**src/rtl/vga_pkg.sv**
```systemverilog
// Shared widths and scanline-fetch FSM encoding for the VGA pixel path.
package vga_pkg;
   localparam int ADDR_W = 19;
   localparam int DATA_W = 8;

   typedef enum logic [1:0] {
      IDLE       = 2'd0,
      FETCH      = 2'd1,
      WAIT_SPACE = 2'd2,
      DONE       = 2'd3
   } fetchState_t;
endpackage

```
**src/rtl/vfifo.sv**
```systemverilog
// Purpose: synchronous first-word-fall-through byte FIFO with flush and level output.
// Latency: a pushed word is visible at popData the cycle after the push.
// Backpressure: push on full is taken only alongside a pop; pop on empty is ignored.
module vfifo import vga_pkg::*; #(
   parameter int DEPTH = 16,
   parameter int WIDTH = DATA_W
) (
   input  logic                       clk,
   input  logic                       rstN,
   input  logic                       flush,
   input  logic                       push,
   input  logic [WIDTH-1:0]           pushData,
   input  logic                       pop,
   output logic [WIDTH-1:0]           popData,
   output logic                       notEmpty,
   output logic                       full,
   output logic [$clog2(DEPTH):0]     level
);
   localparam int AW = $clog2(DEPTH);

   logic [WIDTH-1:0] mem [DEPTH];
   logic [AW:0]      wrPtr, rdPtr;
   logic [WIDTH-1:0] lastQ;
   logic             doPush, doPop;

   assign level    = wrPtr - rdPtr;
   assign notEmpty = (wrPtr != rdPtr);
   assign full     = (level == (AW+1)'(DEPTH));
   assign doPop    = pop & notEmpty;
   assign doPush   = push & (~full | pop);

   // When empty the output holds the last byte handed out.
   assign popData  = notEmpty ? mem[rdPtr[AW-1:0]] : lastQ;

   always_ff @(posedge clk or negedge rstN) begin
      if (!rstN) begin
         wrPtr <= '0;
         rdPtr <= '0;
         lastQ <= '0;
      end else if (flush) begin
         wrPtr <= '0;
         rdPtr <= '0;
      end else begin
         if (doPush) wrPtr <= wrPtr + (AW+1)'(1);
         if (doPop) begin
            rdPtr <= rdPtr + (AW+1)'(1);
            lastQ <= mem[rdPtr[AW-1:0]];
         end
      end
   end

   always_ff @(posedge clk) begin
      if (doPush && !flush) mem[wrPtr[AW-1:0]] <= pushData;
   end
endmodule

```
**src/rtl/vline_fetch.sv**
```systemverilog
// Purpose: fetches LINE_LEN bytes of a scanline from vmmu into a pixel FIFO.
// Latency: a ReadDataRdy byte reaches PixelData one cycle later (empty FIFO).
// Backpressure: fetching pauses in WAIT_SPACE while the FIFO is full.
module vline_fetch import vga_pkg::*; #(
   parameter int LINE_LEN   = 640,
   parameter int FIFO_DEPTH = 16
) (
   input  logic              MemClk,
   input  logic              ResetN,
   input  logic              LineStart,
   input  logic [ADDR_W-1:0] LineBase,
   output logic [ADDR_W-1:0] ReqAddr,
   input  logic [DATA_W-1:0] ReqReadData,
   input  logic              ReadDataRdy,
   output logic [DATA_W-1:0] PixelData,
   output logic              PixelValid,
   input  logic              PixelPop,
   output logic              LineDone,
   output logic              Underflow
);
   localparam int CW = $clog2(LINE_LEN + 1);
   localparam int LW = $clog2(FIFO_DEPTH) + 1;
   localparam logic [CW-1:0] LAST_CNT    = CW'(LINE_LEN - 1);
   localparam logic [LW-1:0] ALMOST_FULL = LW'(FIFO_DEPTH - 1);

   fetchState_t   state, stateNext;
   logic [CW-1:0] byteCnt;
   logic          underflowQ;
   logic          fifoFull;
   logic [LW-1:0] fifoLevel;
   logic          pushReq, pushOk, fillsUp;

   // A restart pulse discards any byte returned in the same cycle.
   assign pushReq = (state == FETCH) & ReadDataRdy & ~LineStart;
   assign pushOk  = pushReq & (~fifoFull | PixelPop);
   assign fillsUp = (fifoLevel == ALMOST_FULL) & ~(PixelPop & PixelValid);

   always_comb begin
      stateNext = state;
      if (LineStart) begin
         stateNext = FETCH;
      end else begin
         case (state)
            FETCH: begin
               if (pushOk) begin
                  if (byteCnt == LAST_CNT) stateNext = DONE;
                  else if (fillsUp)        stateNext = WAIT_SPACE;
               end
            end
            WAIT_SPACE: if (!fifoFull) stateNext = FETCH;
            default: ;
         endcase
      end
   end

   always_ff @(posedge MemClk or negedge ResetN) begin
      if (!ResetN) begin
         state      <= IDLE;
         ReqAddr    <= '0;
         byteCnt    <= '0;
         underflowQ <= 1'b0;
      end else begin
         state <= stateNext;
         if (LineStart) begin
            ReqAddr    <= LineBase;
            byteCnt    <= '0;
            underflowQ <= 1'b0;
         end else begin
            if (pushOk) begin
               ReqAddr <= ReqAddr + ADDR_W'(1);
               byteCnt <= byteCnt + CW'(1);
            end
            if (PixelPop && !PixelValid) underflowQ <= 1'b1;
         end
      end
   end

   assign LineDone  = (state == DONE);
   assign Underflow = underflowQ;

   vfifo #(
      .DEPTH (FIFO_DEPTH),
      .WIDTH (DATA_W)
   ) pixFifo (
      .clk      (MemClk),
      .rstN     (ResetN),
      .flush    (LineStart),
      .push     (pushReq),
      .pushData (ReqReadData),
      .pop      (PixelPop),
      .popData  (PixelData),
      .notEmpty (PixelValid),
      .full     (fifoFull),
      .level    (fifoLevel)
   );
endmodule

```
**config.mk**
```make
export PLATFORM = sky130hd
export DESIGN_NAME = vline_fetch
export DESIGN_NICKNAME = d
export VERILOG_FILES = /design/src/rtl/vga_pkg.sv /design/src/rtl/vfifo.sv /design/src/rtl/vline_fetch.sv
export SDC_FILE = /design/constraint.sdc
export NUM_CORES = 1
export LEC_CHECK = 0
export CAP_MARGIN = 40
export CORE_ASPECT_RATIO = 2
export CORE_MARGIN = 3
export CORE_UTILIZATION = 58
export DETAILED_ROUTE_END_ITERATION = 6
export GPL_TIMING_DRIVEN = 0
export PLACE_DENSITY = 0.79
export SLEW_MARGIN = 20
export SYNTH_ARGS = -nofsm -noshare
export SYNTH_HDL_FRONTEND = slang
export SYNTH_SLANG_ARGS = --single-unit
```
**constraint.sdc**
```tcl
create_clock -name MemClk -period 4.3 [get_ports MemClk]
set_input_delay 1.29 -clock MemClk [delete_from_list [all_inputs] [get_ports MemClk]]
set_output_delay 1.29 -clock MemClk [all_outputs]
set_load 0.05 [all_outputs]
```
[Yosys cells after proc, flatten, opt, wreduce, memory -nomap -nowiden]
Memories as Yosys holds them, arrays and structs flattened.
Cells that the tools add are included.
Word-level totals
  register bits after elaboration: 50
  RAM bits: 128
  input bits: 32
  logic and storage cells: 61
  memories: 1
Operators by class
  add/sub/neg operators: 5
  equal/unequal tests: 10
  mux-type cells: 19
  bitwise operators: 9
  reductions and logical operators: 10
Memory list
  pixFifo.mem: words 16, width 8, rd ports 1, clocked after Yosys merged registers in 0, write ports 1, line vfifo.sv:21  | logic [WIDTH-1:0] mem [DEPTH];
Operator list (number)
  $mux W19: 2
  $mux W10: 2
  $mux W5: 4
  $add A19 B1 Y19 const B: 1
  $add A10 B1 Y10 const B: 1
  $add A5 B1 Y5 const B: 2
  $eq A10 B10 Y1 const B: 1
  $mux W2: 5
  $mux W8: 1
  $reduce_bool A2 Y1: 3
  $and A1 B1 Y1: 5
  $eq A5 B4 Y1 const B: 1
  $eq A5 B5 Y1 const B: 1
  $ne A5 B5 Y1: 1
  $sub A5 B5 Y5: 1
  $eq A2 B2 Y1 const B: 2
  $mux W1: 4
  $ne A4 B3 Y1 const B: 1
  $pmux W2 S2: 1
  $reduce_and A4 Y1: 1
  $ne A3 B2 Y1 const B: 1
  $ne A3 B3 Y1 const B: 1
  $not A1 Y1: 3
  $reduce_bool A3 Y1: 1
  5 further kinds: 7

[Logic depth before layout (Yosys ltp)]
Gate-level depths: netlist of run 1.
  word-level depth: 9
  gate-level depth with buffers: 11

[Cells and area by module]
Synthesis of run 1 repeated with hierarchy kept, for this count alone.
Second synthesis, totals
  cells, all modules: 526
  area, all modules: 8018.9 µm²
Modules (own cells, without submodules)
  vfifo: instances 1, cells an instance 325, area an instance 6165.9 µm², seq. area each 4294.1 µm²
  vline_fetch: instances 1, cells an instance 201, area an instance 1853.0 µm², seq. area each 800.8 µm²

[Worst setup path after synthesis of run 1]
No wires, ideal clock.
  kind: reg-to-output
  start: reg pixFifo.rdPtr[2]
  end: out PixelData[0]
  arrival: 2271 ps
  path slack: 739 ps
  stages on the path, launching flop included: 9
  cells stage by stage: dfrtp_1 -> clkbuf_1 -> buf_2 -> inv_2 -> ha_1 -> nand4_1 -> nor2_1 -> inv_2 -> mux2_2
Between the ends
  word-level cells in the longest chain between the ends: 2
RTL lines
  start: declaration: line vfifo.sv:22  | logic [AW:0] wrPtr, rdPtr;
  start signal: assignment: line vfifo.sv:46  | rdPtr <= rdPtr + (AW+1)'(1);
  $ne A5 B5 Y1: line vfifo.sv:27  | assign notEmpty = (wrPtr != rdPtr);
  net PixelValid: line vline_fetch.sv:16  | output logic PixelValid,
  $mux W8: line vfifo.sv:33  | assign popData = notEmpty ? mem[rdPtr[AW-1:0]] : lastQ;
  end: declaration: line vline_fetch.sv:15  | output logic [DATA_W-1:0] PixelData,
The timed path passes the listed nets, and every way through them passes these cells.

[Worst setup path in the final report of run 1]
  start: reg pixFifo.rdPtr[0]
  end: out PixelData[3]
Between the ends
  word-level cells in the longest chain between the ends: 2
RTL lines (line)
  $mem_v2 Z16 W8 / $ne A5 B5 Y1 (equally long branches)
  $mux W8 *: vfifo.sv:33
Mark *: on every way between the ends. The rest lies on a longest branch, timed or not.

==> results of run 1 <==
## final cells by class
class,instances,area (sq um)
clock buffer,20,447
timing repair buffer,62,622
tap,152,190
clock inverter,12,191
sequential,178,5100
buffer,27,138
inverter,14,57.6
fill,851,3820
multi-input combinational,329,2660
## worst paths after layout
check,to,slack (ns)
setup / recovery,PixelData[3],0.12
hold / removal,pixFifo.lastQ[0],0.51
setup reg to reg,pixFifo.mem[6][1],0.75
hold reg to reg,pixFifo.lastQ[0],0.51
max in group asynchronous,pixFifo.rdPtr[2],2.89
min in group asynchronous,ReqAddr[5],0.91
## kinds of logic (layout without fill, tap and decap cells)
family / Yosys count / in the layout / synth area share [%]
AO/OA/AOI/OAI: 73 / 73 / 6.10
XOR/XNOR: 27 / 27 / 2.98
adder cells (fa/ha/maj): 12 / 12 / 1.99
buffers and inverters: 43 / 135 / 2.33
flip-flops: 178 / 178 / 64.2
multiplexers: 53 / 53 / 12.0
AND/OR/NAND/NOR: 164 / 164 / 10.4
## metrics by stage
| step | utilization [%] | std cells | setup slack [ns] |
|---|---|---|---|
| after floorplan | - | 550 | 0.739 |
| after global placement | 66.0 | 762 | -0.345 |
| after detailed placement | 66.0 | 762 | -0.340 |
| after CTS | 70.9 | 792 | 0.0195 |
| after global routing | 71.1 | 794 | 0.00403 |
| final | 71.1 | 794 | 0.120 |
## placed cells by master (no fill, tap or decap), types with 7 or more instances in the layout
master,Yosys,layout
clkdlybuf4s15_2,0,8
mux2_2,17,17
xnor2_1,10,10
edfxtp_1,128,128
inv_1,10,10
nand2_1,58,58
clkdlybuf4s50_1,0,50
and4_1,7,7
xor2_1,17,17
a21oi_1,14,14
nand3_1,16,16
o21ai_1,23,23
dfrtp_1,50,48
nor2_1,33,32
and3_1,16,16
mux4_2,32,32
a31oi_1,11,11
clkbuf_1,18,18
ha_1,11,11
clkbuf_16,0,17
## power by group through the flow
stage	logic [mW]	registers, mW	clock network, mW
CTS	1.71	2.01	1.67
global route	1.82	2.02	1.73
floorplan	1.15	2.10	0
global placement	1.68	2.03	0
finish	1.71	2.01	1.66
detailed placement	1.71	2.04	0
## what timing repair did
action | in CTS | in global routing
endpoints found under the setup margin | 9 | 8
buffers inserted | 0 | 2
resized for setup | 30 | 5
## per-layer routing
layer  vias up  share of wire, %
met5         -                 0
met2       234                54
met3        66               4.5
met1      2526                35
met4         0               6.0
li1       2254                 -
## registers in the layout, indices dropped and copies added, names as in the netlist
name / count
pixFifo.mem: 128
ReqAddr: 19
byteCnt: 10
pixFifo.lastQ: 8
pixFifo.rdPtr: 5
pixFifo.wrPtr: 5
state: 2
Underflow: 1
==> results.sh, run 1 <==
export IMPL_crit_cells=8
export IMPL_finalInstanceArea_sq_um=9400
export IMPL_skew_ns=0.0124
export IMPL_path_class="flip-flop to output pin"
export IMPL_synth_seq_cells=178
export IMPL_post_drt_wl_per_cell_um=23.2
export IMPL_finalPower_mw=5.38
export IMPL_htreeDepth=4
export IMPL_fin_hold_ws_ns=0.506
export IMPL_netlist_top_cells_area="edfxtp_1, dfrtp_1, mux4_2, nand2_1, mux2_2"
export IMPL_drv_cap=0
export IMPL_timing_critical_path_from="pixFifo.rdPtr[0]"
export IMPL_syn_area_per_cell_sq_um=14.4
export IMPL_antenna_found_initial=0
export IMPL_relSlewSlack_pct=54.1
export IMPL_cts_sinks=178
export IMPL_synth_edf_count=128
export IMPL_wl_mm=18.4
export IMPL_finalSetupTns_ns=0
export IMPL_critPathTopFamily="buffers and inverters"
export IMPL_rr_startpoint="pixFifo.rdPtr[1]"
export IMPL_port_buffers=60
export IMPL_reg2regPathDepth=11
export IMPL_antenna_cells=0
export IMPL_dieArea_sq_um=15200
export IMPL_p_comb_share_pct=31.8
export IMPL_ant_nets=0
export IMPL_power_switching_mw=1.75
export IMPL_cts_buffers=17
export IMPL_core_sq_um=13200
export IMPL_grtUsageMet2_pct=45.1
export IMPL_required_ns=3.01
export IMPL_dp_hpwl_mm=12.9
export IMPL_layout_nets=673
export IMPL_vdd_drop_max_v=0.000361
export IMPL_swShare_pct=32.5
export IMPL_seqPwrFrac_pct=37.3
export IMPL_synth_area_sq_um=7930
export IMPL_max_freq_mhz=239
export IMPL_num_vias=5080
export IMPL_synth_distinct_cells=48
export IMPL_rows=59
export IMPL_ys_async_sr_fraction_pct=28.1
export IMPL_syn_num_nets=594
export IMPL_start_util_pct=60.0
export IMPL_via_per_inst=6.40
export IMPL_grt_max_degree=51
export IMPL_path_max_fanout=10
export IMPL_endpoint_kind="output pin"
export IMPL_synth_top_area_share_pct=48.5
export IMPL_clkPwrFrac_pct=30.8
export IMPL_synth_cells=550
export IMPL_finalSetupViolCount=0
export IMPL_worstPathArrival_ns=2.89
export IMPL_top_usage_layer="met2"
export IMPL_drt_initial_drc_count=346
export IMPL_seq_area_frac_synth_pct=64.2
export IMPL_yosys_top_cells_count="edfxtp_1, nand2_1, dfrtp_1"
export IMPL_internal_power_mw=3.63
export IMPL_synth_area_leader_cell="edfxtp_1"
export IMPL_drc=0
export IMPL_worst_pin_slew_ns=0.686
export IMPL_layout_drive_gt1_share_pct=17.4
export IMPL_chipHeight_um=171
export IMPL_grt_pass1_vias=5361
export IMPL_ys_warn_count=0
export IMPL_critPathBufInv=3
export IMPL_cts_tree="built"
export IMPL_whs_path_depth=1
export IMPL_yosysMostFrequentCell="edfxtp_1"
export IMPL_powerDensity_nw_per_um2=572
export IMPL_synthFlopType="edfxtp_1"
export IMPL_place_area_sq_um=8720
export IMPL_clock_path_buffers=2
export IMPL_ctsHoldBuffers=0
export IMPL_die_w_um=88.7
export IMPL_grtUsageMet3_pct=3.88
export IMPL_first_pass_iters=4
export IMPL_finalCritPeriodShare_pct=97.2
export IMPL_critPathSlowestCell="mux4_2"
export IMPL_gp_congestion=0.924
export IMPL_total_leakage_power_nw=3.33
export IMPL_worstSkewPairLatency_ns=0.42
export IMPL_met1_usage_pct=29.6
export IMPL_gr_total_overflow=0
export IMPL_area_growth_syn_to_layout_pct=18.5
export IMPL_hp_class="flip-flop to flip-flop"
export IMPL_clk_pin_slew_worst_paths_ns=0.07
export IMPL_start_kind="flip-flop"
export IMPL_critical_path_max_stage_delay_ns=0.52
export IMPL_rsz0062_at_grt="no"
export IMPL_min_period_ns=4.18
export IMPL_min_from="pixFifo.lastQ[0]"
export IMPL_grt_pass1_wl_mm=29.0
export IMPL_slew_violations=0
export IMPL_cp_cell_sequence="clkbuf_4 -> buf_6 -> mux4_2 -> nand2_1 -> and3_1 -> a31oi_1 -> mux2_2 -> clkdlybuf4s15_2"
export IMPL_cts_root_buffer="clkbuf_16"
export IMPL_status="finished, final reports clean"
export IMPL_hold_viol=0
export IMPL_grt_total_usage_pct=26.2
export IMPL_ioPinCount=62
No activity file was read; power rests on OpenSTA's default activity.
==> run 2, diff against run 1 <==
CORE_ASPECT_RATIO = not set   (was 2)
==> run 2 against run 1 <==
Net effect:
- power down 4.0%
- design area down 0.60%
- routed wire length fell by 3.8%
- die area fell by 0.56%
- critical endpoint is now PixelData[6]
- largest power group unchanged
==> results.sh, run 2 (same netlist as run 1, synthesis figures left out) <==
export IMPL_status="finished, final reports clean"
export IMPL_rows=42
export IMPL_power_switching_mw=1.78
export IMPL_cts_buffers=17
export IMPL_internal_power_mw=3.38
export IMPL_path_class="flip-flop to output pin"
export IMPL_grtUsageMet2_pct=40.4
export IMPL_ant_nets=0
export IMPL_required_ns=3.01
export IMPL_swShare_pct=34.5
export IMPL_antenna_cells=0
export IMPL_chipHeight_um=123
export IMPL_place_area_sq_um=8750
export IMPL_vdd_drop_max_v=0.000333
export IMPL_post_drt_wl_per_cell_um=21.7
export IMPL_drv_cap=0
export IMPL_cts_tree="built"
export IMPL_total_leakage_power_nw=3.29
export IMPL_path_max_fanout=10
export IMPL_max_freq_mhz=238
export IMPL_port_buffers=60
export IMPL_gp_congestion=0.881
export IMPL_powerDensity_nw_per_um2=553
export IMPL_die_w_um=123
export IMPL_relSlewSlack_pct=55.3
export IMPL_first_pass_iters=5
export IMPL_rsz0062_at_grt="no"
export IMPL_final_core_util_pct=70.3
export IMPL_ioPinCount=62
export IMPL_skew_ns=0.00711
export IMPL_drc=0
export IMPL_p_comb_share_pct=32.6
export IMPL_clk_pin_slew_worst_paths_ns=0.07
export IMPL_post_cts_buffers=0
export IMPL_min_from="Underflow"
export IMPL_clkPwrFrac_pct=28.6
export IMPL_layout_nets=671
export IMPL_clock_path_buffers=2
export IMPL_finalSetupViolCount=0
export IMPL_cts_sinks=178
export IMPL_grtUsageMet3_pct=5.49
export IMPL_start_kind="flip-flop"
export IMPL_min_period_ns=4.20
export IMPL_via_per_inst=6.26
export IMPL_hold_viol=0
export IMPL_ctsHoldBuffers=0
export IMPL_start_util_pct=59.7
export IMPL_grt_pass1_wl_mm=27.5
export IMPL_endpoint_kind="output pin"
export IMPL_worstSkewPairLatency_ns=0.44
export IMPL_layout_common_cells="edfxtp_1, nand2_1, clkdlybuf4s50_1"
export IMPL_timing_critical_path_from="pixFifo.rdPtr[2]"
export IMPL_worstPathArrival_ns=2.91
export IMPL_worst_pin_slew_ns=0.671
export IMPL_finalCritPeriodShare_pct=97.7
export IMPL_num_vias=5109
export IMPL_grt_pass1_vias=5105
export IMPL_area_growth_syn_to_layout_pct=17.8
export IMPL_finalInstanceArea_sq_um=9340
export IMPL_drt_initial_drc_count=543
export IMPL_slew_violations=0
export IMPL_antenna_found_initial=0
export IMPL_cts_root_buffer="clkbuf_16"
export IMPL_dp_hpwl_mm=11.7
export IMPL_core_sq_um=13300
export IMPL_largest_reg_flops=128
export IMPL_hp_class="flip-flop to flip-flop"
export IMPL_grt_total_usage_pct=25.0
export IMPL_met1_usage_pct=33.7
export IMPL_layout_drive_gt1_share_pct=17.3
export IMPL_grt_max_degree=51
export IMPL_wl_mm=17.7
export IMPL_dieArea_sq_um=15100
export IMPL_top_usage_layer="met2"
export IMPL_gr_total_overflow=0
export IMPL_htreeDepth=4
export IMPL_final_common_cell="edfxtp_1"
export IMPL_seqPwrFrac_pct=38.9
export IMPL_rr_startpoint="pixFifo.rdPtr[1]"
-- run 2: power by group through the flow --
stage	clock network [mW]	logic [mW]	registers (mW)
after floorplan	0	1.15	2.10
final	1.47	1.68	2.01
after CTS	1.49	1.68	2.01
after global placement	0	1.65	2.03
after detailed placement	0	1.69	2.04
after global routing	1.57	1.80	2.02
-- run 2: timing repair --
| action | CTS | global route |
|---|---|---|
| endpoints found under the hold margin | 0 | 0 |
| gates resized for setup | 31 | 7 |
| setup endpoints to repair | 9 | 8 |
-- run 2: worst max-delay path, stage by stage, from the launching register on --
cell             delay, ns
dfrtp_2               0.52
buf_4                 0.26
inv_2                 0.14
ha_1                  0.40
nand4_1               0.18
nor2_4                0.20
inv_2                 0.12
mux2_2                0.30
clkdlybuf4s15_2       0.33
-- run 2: area by class of cell --
cell class,instances,area [sq um]
plain buffers,27,139
clock buffers,17,425
clock inverters,15,143
fillers,865,3950
inverters,14,57.6
multi-input cells,329,2660
flip-flops and latches,178,5100
well taps,176,220
repair buffers,60,601
-- run 2: final timing paths --
path / to / cells past startpoint / slack, ns
setup / recovery: PixelData[6] / 8 / 0.1
hold / removal: Underflow / 2 / 0.50
setup reg to reg: pixFifo.mem[7][3] / 10 / 0.71
hold reg to reg: Underflow / 2 / 0.50
max in group asynchronous: pixFifo.rdPtr[2] / 1 / 2.93
min in group asynchronous: pixFifo.lastQ[5] / 1 / 0.88
-- run 2: layer usage --
layer,share of wire [%],wire (um),up-vias
met5,0,0,-
met4,2.2,399,0
met3,7.6,1340,38
met2,50,8940,220
met1,40,7060,2598
li1,-,-,2253
-- run 2: stage by stage --
stage / hold slack [ns] / instances / worst slack [ns] / total power [mW] / TNS, ns
after CTS: 0.511 / 816 / 0.00899 / 5.18 / 0
after global routing: 0.519 / 816 / 0.00281 / 5.39 / 0
after global placement: 0.485 / 786 / -0.379 / 3.68 / -3.05
after detailed placement: 0.494 / 786 / -0.439 / 3.73 / -3.56
final: 0.503 / 816 / 0.0993 / 5.16 / 0
after floorplan: 0.475 / 550 / 0.739 / 3.25 / 0
==> run 3, diff against run 2 <==
CORE_UTILIZATION = 55   (was 58)
GPL_TIMING_DRIVEN = 1   (was 0)
MAX_ROUTING_LAYER = met4   (was not set)
PLACE_DENSITY = 0.76   (was 0.79)
==> run 3 against run 2 <==
Net effect:
- critical path depth down 1
- routed wire length fell by 3.7%
- count of clock-buffer cells in the layout stayed put
- via count down 3.5%
- hold slack improved by 0.0028 ns
- combinational power grew 9.5%
- critical endpoint is now PixelData[3]
- highest routed layer unchanged
==> results.sh, run 3 (same netlist as run 1, synthesis figures left out) <==
export IMPL_first_pass_iters=5
export IMPL_cp_cell_sequence="buf_4 -> buf_4 -> mux4_2 -> nand2_1 -> a31oi_1 -> mux2_2 -> buf_12"
export IMPL_critPathBufInv=3
export IMPL_grt_total_usage_pct=23.3
export IMPL_layout_nets=657
export IMPL_critical_path_max_stage_delay_ns=0.62
export IMPL_clock_path_buffers=2
export IMPL_start_kind="flip-flop"
export IMPL_largest_reg_flops=128
export IMPL_critPathSlowestCell="dfrtp_2"
export IMPL_num_vias=4929
export IMPL_fin_hold_ws_ns=0.506
export IMPL_worstSkewPairLatency_ns=0.43
export IMPL_port_buffers=61
export IMPL_status="finished, final reports clean"
export IMPL_swShare_pct=33.2
export IMPL_layout_drive_gt1_share_pct=18.1
export IMPL_dp_hpwl_mm=11.2
export IMPL_path_class="flip-flop to output pin"
export IMPL_slew_violations=0
export IMPL_powerDensity_nw_per_um2=577
export IMPL_skew_ns=0.0105
export IMPL_cts_root_buffer="clkbuf_16"
export IMPL_seqPwrFrac_pct=37.6
export IMPL_grtUsageMet2_pct=36.6
export IMPL_ctsHoldBuffers=0
export IMPL_via_per_inst=6.12
export IMPL_hold_viol=0
export IMPL_endpoint_kind="output pin"
export IMPL_rsz0062_at_grt="no"
export IMPL_cts_buffers=17
export IMPL_grt_pass1_wl_mm=27.6
export IMPL_power_switching_mw=1.80
export IMPL_place_area_sq_um=8790
export IMPL_rows=43
export IMPL_area_growth_syn_to_layout_pct=18.3
export IMPL_gr_total_overflow=0
export IMPL_relSlewSlack_pct=58.7
export IMPL_ant_nets=0
export IMPL_htreeDepth=4
export IMPL_p_comb_share_pct=34.0
export IMPL_min_period_ns=4.03
export IMPL_total_leakage_power_nw=3.33
export IMPL_internal_power_mw=3.61
export IMPL_clk_pin_slew_worst_paths_ns=0.07
export IMPL_cts_tree="built"
export IMPL_vdd_drop_max_v=0.000399
export IMPL_crit_top_cell="buf_4"
export IMPL_fillers=970
export IMPL_max_freq_mhz=248
export IMPL_met1_usage_pct=31.9
export IMPL_core_sq_um=14000
export IMPL_drv_cap=0
export IMPL_final_common_cell="edfxtp_1"
export IMPL_die_w_um=126
export IMPL_finalSetupViolCount=0
export IMPL_path_max_fanout=13
export IMPL_worst_pin_slew_ns=0.617
export IMPL_antenna_cells=0
export IMPL_clkPwrFrac_pct=28.4
export IMPL_drc=0
export IMPL_ioPinCount=62
export IMPL_start_util_pct=56.7
export IMPL_post_drt_wl_per_cell_um=21.2
export IMPL_layout_common_cells="edfxtp_1, nand2_1, clkdlybuf4s50_1"
export IMPL_finalSetupTns_ns=0
export IMPL_hp_class="flip-flop to flip-flop"
export IMPL_critPathTopFamily="multiplexers"
export IMPL_grtUsageMet3_pct=4.83
export IMPL_cts_sinks=178
export IMPL_grt_pass1_vias=5011
export IMPL_antenna_found_initial=0
export IMPL_required_ns=3.01
export IMPL_drt_initial_drc_count=564
export IMPL_wl_mm=17.1
export IMPL_top_usage_layer="met2"
export IMPL_chipHeight_um=126
export IMPL_grt_max_degree=33
export IMPL_finalInstanceArea_sq_um=9380
export IMPL_worstPathArrival_ns=2.74
export IMPL_finalCritPeriodShare_pct=93.7
export IMPL_gp_congestion=0.845
export IMPL_dieArea_sq_um=15900
[run 3: changes by cell type in the layout (fill, tap and decap cells not counted), sizes merged]
cell,before,now
clkbuf,33,17
buf,13,23
clkdlybuf4s15,7,0
clkinv,5,3
inv,21,23
bufinv,0,1
clkinvlp,3,2
dlygate4sd2,1,0
[run 3: through the flow]
| stage | setup WS [ns] | instances | utilization, % | power, mW |
|---|---|---|---|---|
| finish | 0.270 | 806 | 67.1 | 5.41 |
| CTS | 0.0611 | 806 | 67.0 | 5.44 |
| floorplan | 0.739 | 550 | - | 3.25 |
| global placement | 0.661 | 774 | 62.9 | 3.86 |
| detailed placement | 0.546 | 774 | 62.9 | 3.90 |
| global route | 0.0690 | 806 | 67.1 | 5.64 |
[run 3: layout make-up]
type | count | area, sq um | area share, %
clock buffers | 17 | 425 | 4.53
clock inverters | 15 | 159 | 1.69
inverters | 14 | 56.3 | 0.600
multi-input cells | 329 | 2650 | 28.3
flip-flops and latches | 178 | 5100 | 54.3
well taps | 180 | 225 | 2.40
repair buffers | 73 | 768 | 8.19
[run 3: worst paths after layout]
check	start	end	slack, ns	depth (start not counted)
worst max-delay path	pixFifo.rdPtr[0]	PixelData[3]	0.27	7
worst min-delay path	pixFifo.lastQ[0]	pixFifo.lastQ[0]	0.51	1
worst max register to register	pixFifo.rdPtr[0]	pixFifo.mem[14][5]	0.74	10
worst min register to register	pixFifo.lastQ[0]	pixFifo.lastQ[0]	0.51	1
max in group asynchronous	ResetN	pixFifo.lastQ[6]	2.67	2
min in group asynchronous	ResetN	byteCnt[2]	0.84	1
[run 3: worst register-to-register path: stages, from the launching register on]
cell       delay [ns]
dfrtp_2          0.62
buf_4            0.30
ha_1             0.22
inv_1            0.06
fa_1             0.40
xnor2_1          0.16
and3b_1          0.21
o2111ai_4        0.13
o21ai_4          0.09
nor2_1           0.39
and4_1           0.62
[run 3: per-layer routing]
metal	vias up	routed length [um]
li1	2220	-
met1	2510	7200
met2	180	8510
met3	19	1210
met4	0	172
met5	-	0
[run 3: power groups by stage]
stage                     Clock [mW]  Sequential [mW]  Combinational [mW]
after floorplan                    0             2.10                1.15
final                           1.54             2.03                1.84
after detailed placement           0             2.07                1.83
after CTS                       1.56             2.04                1.85
after global placement             0             2.07                1.79
after global routing            1.63             2.05                1.95
[run 3: repair_timing]
| item | CTS | global route |
|---|---|---|
| hold endpoints to repair | 0 | 0 |
| endpoints found under the setup margin | 0 | 8 |
| gates resized for setup | 0 | 2 |
| setup buffers | 0 | 0 |
